--- config.mk ---
export PLATFORM = sky130hd
export DESIGN_NAME = alu_exec_sequencer
export DESIGN_NICKNAME = d
export VERILOG_FILES = /design/src/rtl/cpu_pkg.sv /design/src/rtl/exec_timeout_ctr.sv /design/src/rtl/alu_exec_sequencer.sv
export SDC_FILE = /design/constraint.sdc
export NUM_CORES = 1
export LEC_CHECK = 0
export BUFFER_PORTS_ARGS = -buffer_cell sky130_fd_sc_hd__buf_2
export CAP_MARGIN = 40
export CELL_PAD_IN_SITES_DETAIL_PLACEMENT = 0
export CELL_PAD_IN_SITES_GLOBAL_PLACEMENT = 1
export CORE_MARGIN = 8
export CORE_UTILIZATION = 36
export CTS_CLUSTER_DIAMETER = 30
export DETAILED_ROUTE_END_ITERATION = 6
export PLACE_DENSITY_LB_ADDON = 0.1
export SLEW_MARGIN = 20
export SYNTH_ARGS = -nofsm -noshare
export SYNTH_HDL_FRONTEND = slang
export SYNTH_SLANG_ARGS = --single-unit
export TNS_END_PERCENT = 50
--- constraint.sdc ---
create_clock -name clk -period 3.7 [get_ports clk]
set_input_delay 0.185 -clock clk [delete_from_list [all_inputs] [get_ports clk]]
set_output_delay 0.185 -clock clk [all_outputs]
set_load 0.05 [all_outputs]
--- src/rtl/cpu_pkg.sv ---
// ----------------------------------------------------------------------------
// cpu_pkg: opcode/state encodings shared by the execute stage. Rev 1.0
// ----------------------------------------------------------------------------
`default_nettype none

package cpu_pkg;

  typedef enum logic [1:0] {
    OP_ADD = 2'b00,
    OP_SUB = 2'b01,
    OP_MUL = 2'b10,
    OP_DIV = 2'b11
  } opcode_t;

  typedef enum logic [1:0] {
    IDLE = 2'b00,
    EXEC = 2'b01,
    WAIT = 2'b10,
    WB   = 2'b11
  } exec_state_t;

  // Sliced down to the datapath width at the point of use.
  localparam logic [63:0] ERR_RESULT = '1;

endpackage

`default_nettype wire

--- src/rtl/exec_timeout_ctr.sv ---
// ----------------------------------------------------------------------------
// exec_timeout_ctr: clear/enable up-counter with terminal-count flag. Rev 1.0
// ----------------------------------------------------------------------------
`default_nettype none

module exec_timeout_ctr
  import cpu_pkg::*;
#(
  parameter int CNT_W    = 6,
  parameter int TERMINAL = 63
) (
  input  logic clk,
  input  logic rst,
  input  logic clr,
  input  logic en,
  output logic tc
);

  logic [CNT_W-1:0] count;

  always_ff @(posedge clk) begin
    if (rst || clr) begin
      count <= '0;
    end else if (en) begin
      count <= count + 1'b1;
    end
  end

  assign tc = en && (count == CNT_W'(TERMINAL));

endmodule

`default_nettype wire

--- src/rtl/alu_exec_sequencer.sv ---
// ----------------------------------------------------------------------------
// alu_exec_sequencer: execute-stage controller for add/sub/mul/div units. Rev 1.0
// ----------------------------------------------------------------------------
`default_nettype none

module alu_exec_sequencer
  import cpu_pkg::*;
#(
  parameter int DATA_W      = 16,
  parameter int RADDR_W     = 4,
  parameter int TIMEOUT_CYC = 64
) (
  input  logic               clk,
  input  logic               rst,
  input  logic               in_valid,
  output logic               in_ready,
  input  logic [1:0]         in_opcode,
  input  logic [RADDR_W-1:0] in_rd_addr,
  input  logic [DATA_W-1:0]  in_rs1_val,
  input  logic [DATA_W-1:0]  in_rs2_val,
  output logic [DATA_W-1:0]  op_a,
  output logic [DATA_W-1:0]  op_b,
  output logic               mul_start,
  input  logic               mul_done,
  output logic               div_start,
  input  logic               div_done,
  output logic [1:0]         out_opcode,
  input  logic [DATA_W-1:0]  rd_val,
  output logic               wb_valid,
  input  logic               wb_ready,
  output logic [RADDR_W-1:0] wb_addr,
  output logic [DATA_W-1:0]  wb_data,
  output logic               exec_err
);

  localparam int CNT_W = (TIMEOUT_CYC > 1) ? $clog2(TIMEOUT_CYC) : 1;
  localparam logic [DATA_W-1:0] ERR_DATA = ERR_RESULT[DATA_W-1:0];

  exec_state_t state;
  opcode_t     opcode_q;
  logic        cnt_en;
  logic        cnt_clr;
  logic        cnt_tc;
  logic        done_hit;

  assign cnt_en     = (state == WAIT);
  assign cnt_clr    = !cnt_en;
  assign out_opcode = opcode_q;

  exec_timeout_ctr #(
    .CNT_W    (CNT_W),
    .TERMINAL (TIMEOUT_CYC - 1)
  ) u_timeout_ctr (
    .clk (clk),
    .rst (rst),
    .clr (cnt_clr),
    .en  (cnt_en),
    .tc  (cnt_tc)
  );

  // Only the unit that was actually started may complete the op.
  always_comb begin
    done_hit = 1'b0;
    case (opcode_q)
      OP_MUL:  done_hit = mul_done;
      OP_DIV:  done_hit = div_done;
      default: done_hit = 1'b0;
    endcase
  end

  always_ff @(posedge clk) begin
    if (rst) begin
      state     <= IDLE;
      in_ready  <= 1'b1;
      opcode_q  <= OP_ADD;
      op_a      <= '0;
      op_b      <= '0;
      mul_start <= 1'b0;
      div_start <= 1'b0;
      wb_valid  <= 1'b0;
      wb_addr   <= '0;
      wb_data   <= '0;
      exec_err  <= 1'b0;
    end else begin
      mul_start <= 1'b0;
      div_start <= 1'b0;
      case (state)
        IDLE: begin
          if (in_valid && in_ready) begin
            opcode_q <= opcode_t'(in_opcode);
            wb_addr  <= in_rd_addr;
            op_a     <= in_rs1_val;
            op_b     <= in_rs2_val;
            in_ready <= 1'b0;
            case (opcode_t'(in_opcode))
              OP_ADD, OP_SUB: state <= EXEC;
              OP_MUL: begin
                state     <= WAIT;
                mul_start <= 1'b1;
              end
              default: begin
                // Divide by zero never reaches the divider.
                if (in_rs2_val == '0) begin
                  state    <= WB;
                  wb_valid <= 1'b1;
                  wb_data  <= ERR_DATA;
                  exec_err <= 1'b1;
                end else begin
                  state     <= WAIT;
                  div_start <= 1'b1;
                end
              end
            endcase
          end
        end
        EXEC: begin
          wb_data  <= rd_val;
          exec_err <= 1'b0;
          wb_valid <= 1'b1;
          state    <= WB;
        end
        WAIT: begin
          // A done coinciding with terminal count still yields the real result.
          if (done_hit) begin
            wb_data  <= rd_val;
            exec_err <= 1'b0;
            wb_valid <= 1'b1;
            state    <= WB;
          end else if (cnt_tc) begin
            wb_data  <= ERR_DATA;
            exec_err <= 1'b1;
            wb_valid <= 1'b1;
            state    <= WB;
          end
        end
        WB: begin
          if (wb_ready) begin
            wb_valid <= 1'b0;
            exec_err <= 1'b0;
            in_ready <= 1'b1;
            state    <= IDLE;
          end
        end
        default: begin
          state    <= IDLE;
          in_ready <= 1'b1;
          wb_valid <= 1'b0;
          exec_err <= 1'b0;
        end
      endcase
    end
  end

endmodule

`default_nettype wire
==> out/metrics.yaml, run 1 <==
status: "finished, final reports clean"
stdcell_count: 521
p_sw_share_pct: 45.74
diodes: 0
critPathMaxFanout: 39
hold_ws_ps: 85.28
grtUsageTotal_pct: 14.35
dr_wl_met3_microns: 604
stdcell_area_sq_um: 3507
syn_inst: 301
ys_ff_latch: 67
seq_area_frac_synth_pct: 50.49
slew_viol_final: 0
async_reset_ff_share_pct: 0
min-delay-start: "in_rd_addr[2]"
rows: 31
drive_above_1_share_pct: 36.49
synth_nets: 366
arrival_ps: 2500
fin_skew_ps: 6.514
vias_per_cell: 4.653
comb_power_share_pct: 47.0
hold_end: "wb_addr[2]"
fmax_mhz: 438.6
grt_setup_unrepaired: "no"
fp.dieW_microns: 101.9
crit_type: "reg -> reg"
r2r_cells: 8
tns_ps: 0
timing.rr.end: "wb_valid"
end_kind: "flip-flop"
place.gp.congestion: 0.7371
dr.max_layer_used: "met4"
leakagePower_nw: 1.611
ant_nets: 0
ir_worst_vdd_mv: 0.2496
design.core.area_sq_um: 7214
first_global_vias: 2455
dp_cells: 505
start_kind: "flip-flop"
post-route-period-util_pct: 61.62
holdCritPathClass: "in -> reg"
finalSetupViolations: 0
p_sw_mw: 1.312
cts_buffer_depth: 2
syn_avg_cell_area_sq_um: 8.825
r2r_start: "state[1]"
dp_hpwl_mm: 5.435
io_pins: 119
min_period_ps: 2280
yosysTopAreaCell: "dfxtp_1"
p_per_area_nw_per_um2: 817.8
nFillCells: 761
clk_pin_slew_ps: 70
grt_antenna_before_repair: 0
h-tree-depth: 3
cts-root-buf: "clkbuf_8"
drc: 0
grt_start_max_net_pins: 40
placed_area_sq_um: 3334
die_h_microns: 101.9
cts_inserted_buffers: 9
intPower_mw: 1.556
cap_violations: 0
wl_met2_mm: 3.526
dieArea_sq_um: 10380
p_clk_share_pct: 18.8
grt_pass1_wl_mm: 11.73
cts_resized: 0
regToRegSetupSlack_ps: 1420
postCtsHoldBufs: 0
yosysTopAreaCellShare_pct: 50.49
wl_per_cell_microns: 13.99
fin_nets: 482
wl_mm: 7.288
postCtsSetupRepairBufs: 0
insertion_delay_ps: 330
synth_edf_count: 0
cts_tree: "done"
yosys_warnings: 0
p_seq_share_pct: 34.2
num_vias: 2424
place.port_buffers: 118
holdPathStages: 3
ys_top_cells_by_area: "dfxtp_1 50%, nand2_1 14%, a21oi_1 8.1%"
maxSlewHeadroom_pct: 55.14
synth.cell_area_sq_um: 2656
worstPathRequired_ps: 3920
synth_ff_type: "dfxtp_1"
drt_pass1_iterations: 4
start_util_pct: 36.82
worstMarginPinSlew_ps: 672.9
cts_sinks: 67
syn2layout_area_growth_pct: 32.03
grt_overflow: 0
ys_types: 40
drt-met1-wl_mm: 3.060
drtIter0Drc: 48
hold_violations: 0
routing by layer:
layer  track usage (%)  up-vias
li1                  -     1248
met1             16.11     1112
met2             23.64       55
met3             5.518        9
met4             6.433        0
met5                 0        -
placed cells by master (no fill, tap or decap), types with 4 or more instances in the layout:
cell	count
clkbuf_8	11
dfxtp_1	67
nor4_2	5
a21oi_1	43
a2bb2oi_2	10
nand2_1	99
buf_4	4
buf_2	118
ha_1	5
inv_1	6
nor2_1	9
a2bb2oi_1	5
through the flow:
step                total power [mW]  setup slack, ps  utilization (%)
finish                         2.868             1420            48.61
global route                   3.047             1181            48.61
CTS                            2.907             1394            48.61
detailed placement             2.363             1416            46.22
global placement               2.344             1460            45.73
floorplan                      2.073             1829                -
critical path: stages (launching register included):
cell and delay [ps]:
dfxtp_1 330, inv_1 100, ha_1 280, and3_2 230, buf_4 360, o22ai_1 170, or2_1 310, o31ai_1 230
o21ba_1 170
power groups by stage:
stage / sequential [mW] / clock, mW / combinational [mW]
2_1_floorplan: 1.51 / 0 / 0.560
5_1_grt: 1.01 / 0.586 / 1.46
3_3_place_gp: 0.994 / 0 / 1.35
4_1_cts: 0.984 / 0.557 / 1.37
6_report: 0.981 / 0.539 / 1.35
3_5_place_dp: 0.998 / 0 / 1.36
sequential cells by signal, summed over array words and instances (netlist names):
name                 flops
wb_data                 16
u_timeout_ctr.count      6
out_opcode               2
in_ready                 1
wb_addr                  4
exec_err                 1
op_b                    16
div_start                1
op_a                    16
wb_valid                 1
state                    2
mul_start                1
synth_stat cells (2+ instances only):
cell type and number:
buf_6 2, buf_4 2, nor2_1 9, nand2_1 99, o21ai_0 3, clkbuf_1 11
inv_1 6, nor2b_1 2, ha_1 5, nand3_1 2, xnor2_1 2, a2bb2oi_2 10
nor4_2 5, and3_1 2, a2bb2oi_1 5, buf_2 3, nand4_1 2, dfxtp_1 67
a21oi_1 43
kinds of logic (layout without fill, tap and decap cells):
kind of cell	after synthesis	after routing	synth area share [%]
xor+xnor	3	3	0.9893
compound gates	73	73	19.92
mux	1	1	0.5651
fa+ha+maj	5	5	2.355
buf+inv	24	145	4.380
flops	67	67	50.49
simple gates	128	128	21.29
layout make-up:
| type | count | area [sq um] | share of cell area, % |
|---|---|---|---|
| clock buffers | 14 | 162.7 | 4.638 |
| clock inverters | 2 | 10.01 | 0.2854 |
| repair buffers | 123 | 648.1 | 18.48 |
| inverters | 6 | 22.52 | 0.6422 |
| multi-input cells | 210 | 1199 | 34.18 |
| flip-flops and latches | 67 | 1341 | 38.24 |
| well taps | 99 | 123.9 | 3.532 |
how the worst max path moves through the flow:
stage	from	endpoint	slack (ps)	cells after the start
3_3_place_gp	state[0]	wb_valid	1460	8
6_report	state[1]	wb_valid	1420	8
2_1_floorplan	out_opcode[0]	wb_data[14]	1830	5
5_1_grt	state[1]	wb_valid	1180	8
3_5_place_dp	state[1]	wb_valid	1420	8
4_1_cts	state[1]	wb_valid	1390	8
Power figures use the tool's default switching activity.
==> run 2: changes to the inputs <==
Settings changed: CORE_UTILIZATION 36 to 33.
Clock period 3.7 ns to 2.1 ns, I/O delays scaled along.
==> out/metrics.yaml, run 2 (synthesis gave the netlist of run 1 again) <==
place.gp.congestion: 0.7337  # -0.46%
p_sw_mw: 2.342  # +79%
hold_end: "wb_data[1]"
grt_antenna_before_repair: 1  # +1
vias_per_cell: 4.611  # -0.90%
diodes: 0  # unchanged
leakagePower_nw: 1.722  # +6.9%
reg.largest.list: "op_a x16, op_b x16, wb_data x16"
regToRegSetupSlack_ps: 140  # -1280 ps
layout.cells.most_common: "buf_2"
grt_pass1_wl_mm: 12.83  # +9.4%
wl_mm: 7.817  # +7.3%
tns_ps: 0  # unchanged
drive_above_1_share_pct: 35.27  # -1.2 points
dp_hpwl_mm: 5.564  # +2.4%
finalSetupViolations: 0  # unchanged
cts_sinks: 67  # unchanged
num_vias: 2536  # +4.6%
min-delay-start: "rd_val[1]"
status: "finished, final reports clean"
h-tree-depth: 3  # unchanged
arrival_ps: 2180  # -320 ps
cts_inserted_buffers: 9  # unchanged
place.port_buffers: 118  # unchanged
nFillCells: 826  # +8.5%
start_util_pct: 34.20  # -2.6 points
io_pins: 119  # unchanged
dieArea_sq_um: 11180  # +7.6%
cts_tree: "done"
worstPathRequired_ps: 2320  # -1600 ps
holdPathStages: 3  # unchanged
slew_viol_final: 0  # unchanged
layout_common_cells: "118 x buf_2, 99 x nand2_1, 67 x dfxtp_1"
met1_usage_pct: 16.20  # +0.096 points
p_seq_share_pct: 33.7  # -0.5 points
grt_use_met2_pct: 22.03  # -1.6 points
end_kind: "flip-flop"
placed_area_sq_um: 3351  # +0.49%
insertion_delay_ps: 340  # about the same
first_global_vias: 2593  # +5.6%
final_core_util_pct: 48.45  # -0.16 points
p_clk_share_pct: 17.8  # -1.0 points
fin_nets: 509  # +5.6%
grt_setup_unrepaired: "no"
grtUsageTotal_pct: 14.06  # -0.29 points
cts-root-buf: "clkbuf_8"
r2r_start: "state[1]"
hold_violations: 0  # unchanged
stdcell_area_sq_um: 3764  # +7.3%
design.core.area_sq_um: 7767  # +7.7%
use_met3_pct: 6.577  # +1.1 points
grt_overflow: 0  # unchanged
hold_ws_ps: 14.46  # -70.81 ps
maxSlewHeadroom_pct: 60.16  # +5.0 points
syn2layout_area_growth_pct: 41.69
grt.busiest_layer: "met2"
rows: 32  # +3.2%
comb_power_share_pct: 48.5  # +1.5 points
critPathMaxFanout: 7  # -82%
fin_skew_ps: 8.805  # +2.291 ps
clk_pin_slew_ps: 70  # about the same
min_period_ps: 1956  # -324.1 ps
drtIter0Drc: 71  # +48%
start_kind: "flip-flop"
ant_nets: 0  # unchanged
drt_pass1_iterations: 4  # unchanged
fp.dieW_microns: 105.7  # +3.7%
post-route-period-util_pct: 93.13  # +32 points
worstMarginPinSlew_ps: 595.4  # -77.53 ps
intPower_mw: 2.784  # +79%
r2r_cells: 8  # unchanged
crit_type: "reg -> reg"
cap_violations: 0  # unchanged
ir_worst_vdd_mv: 0.4372  # +75%
die_h_microns: 105.7  # +3.7%
fmax_mhz: 511.3  # +17%
timing.rr.end: "wb_data[14]"
cts_buffer_depth: 2  # unchanged
drc: 0  # unchanged
wl_per_cell_microns: 14.21  # +1.6%
holdCritPathClass: "in -> reg"
worst_slack_ps: 144.2  # -1276 ps
dp_slack_ps: 109.1  # -1307 ps
grt_start_max_net_pins: 45  # +13%
p_per_area_nw_per_um2: 1362  # +67%
p_sw_share_pct: 45.69  # -0.049 points
==> run 2: cell types whose count changed in the layout (fill, tap and decap cells not counted), sizes merged <==
| cell | previous run | this run |
|---|---|---|
| buf | 123 | 127 |
| clkinv | 2 | 3 |
| clkbuf | 14 | 12 |
| dlygate4sd3 | 0 | 23 |
==> run 2: worst max-delay path, cell delays in order, from the launching register on <==
cell      delay (ps)
dfxtp_1          330
inv_1            100
ha_1             280
and3_2           250
nand3_1           90
o21ai_0          230
a21o_1           240
buf_4            130
o2bb2a_1         190
==> run 2: power by group through the flow <==
stage	Combinational, mW	Sequential (mW)	Clock (mW)
6_report	2.49	1.73	0.911
5_1_grt	2.68	1.77	1.01
4_1_cts	2.50	1.73	0.950
3_5_place_dp	2.46	1.76	0
3_3_place_gp	2.45	1.75	0
2_1_floorplan	0.986	2.67	0
==> run 2: timing repair <==
| action | CTS | global route |
|---|---|---|
| hold buffers | 23 | 0 |
| resized for setup | 0 | 0 |
| setup buffers | 0 | 3 |
| setup endpoints to repair | 0 | 10 |
| hold endpoints to repair | 23 | 0 |
==> run 2: layout make-up <==
type                            instances  area (sq um)  area share (%)
Timing Repair Buffer                  150         913.4           24.27
Clock inverter                          3         15.01          0.3989
Clock buffer                           12         145.1           3.856
Inverter                                6         22.52          0.5984
Multi-Input combinational cell        210          1199           31.85
Sequential cell                        67          1341           35.64
Tap cell                              102         127.6           3.391
==> run 2: worst max-delay path by stage <==
stage          slack (ps)     endpoint  cells past startpoint           from
2_1_floorplan         230  wb_data[14]                      5  out_opcode[0]
3_5_place_dp          110   wb_data[7]                      8       state[1]
6_report              140  wb_data[14]                      8       state[1]
5_1_grt                10  wb_data[12]                      8       state[0]
4_1_cts                80  wb_data[10]                      8       state[1]
3_3_place_gp          100   wb_data[5]                      8       state[1]
==> run 2: through the flow <==
step                std cells  power, mW
finish                    550      5.126
global route              550      5.457
global placement          508      4.195
CTS                       547      5.178
detailed placement        509      4.217
floorplan                 301      3.652
==> run 2: metal layers <==
layer | wire [microns] | vias to the layer above
met3 | 661 | 12
li1 | - | 1303
met5 | 13 | -
met1 | 3369 | 1150
met4 | 133 | 2
met2 | 3639 | 69
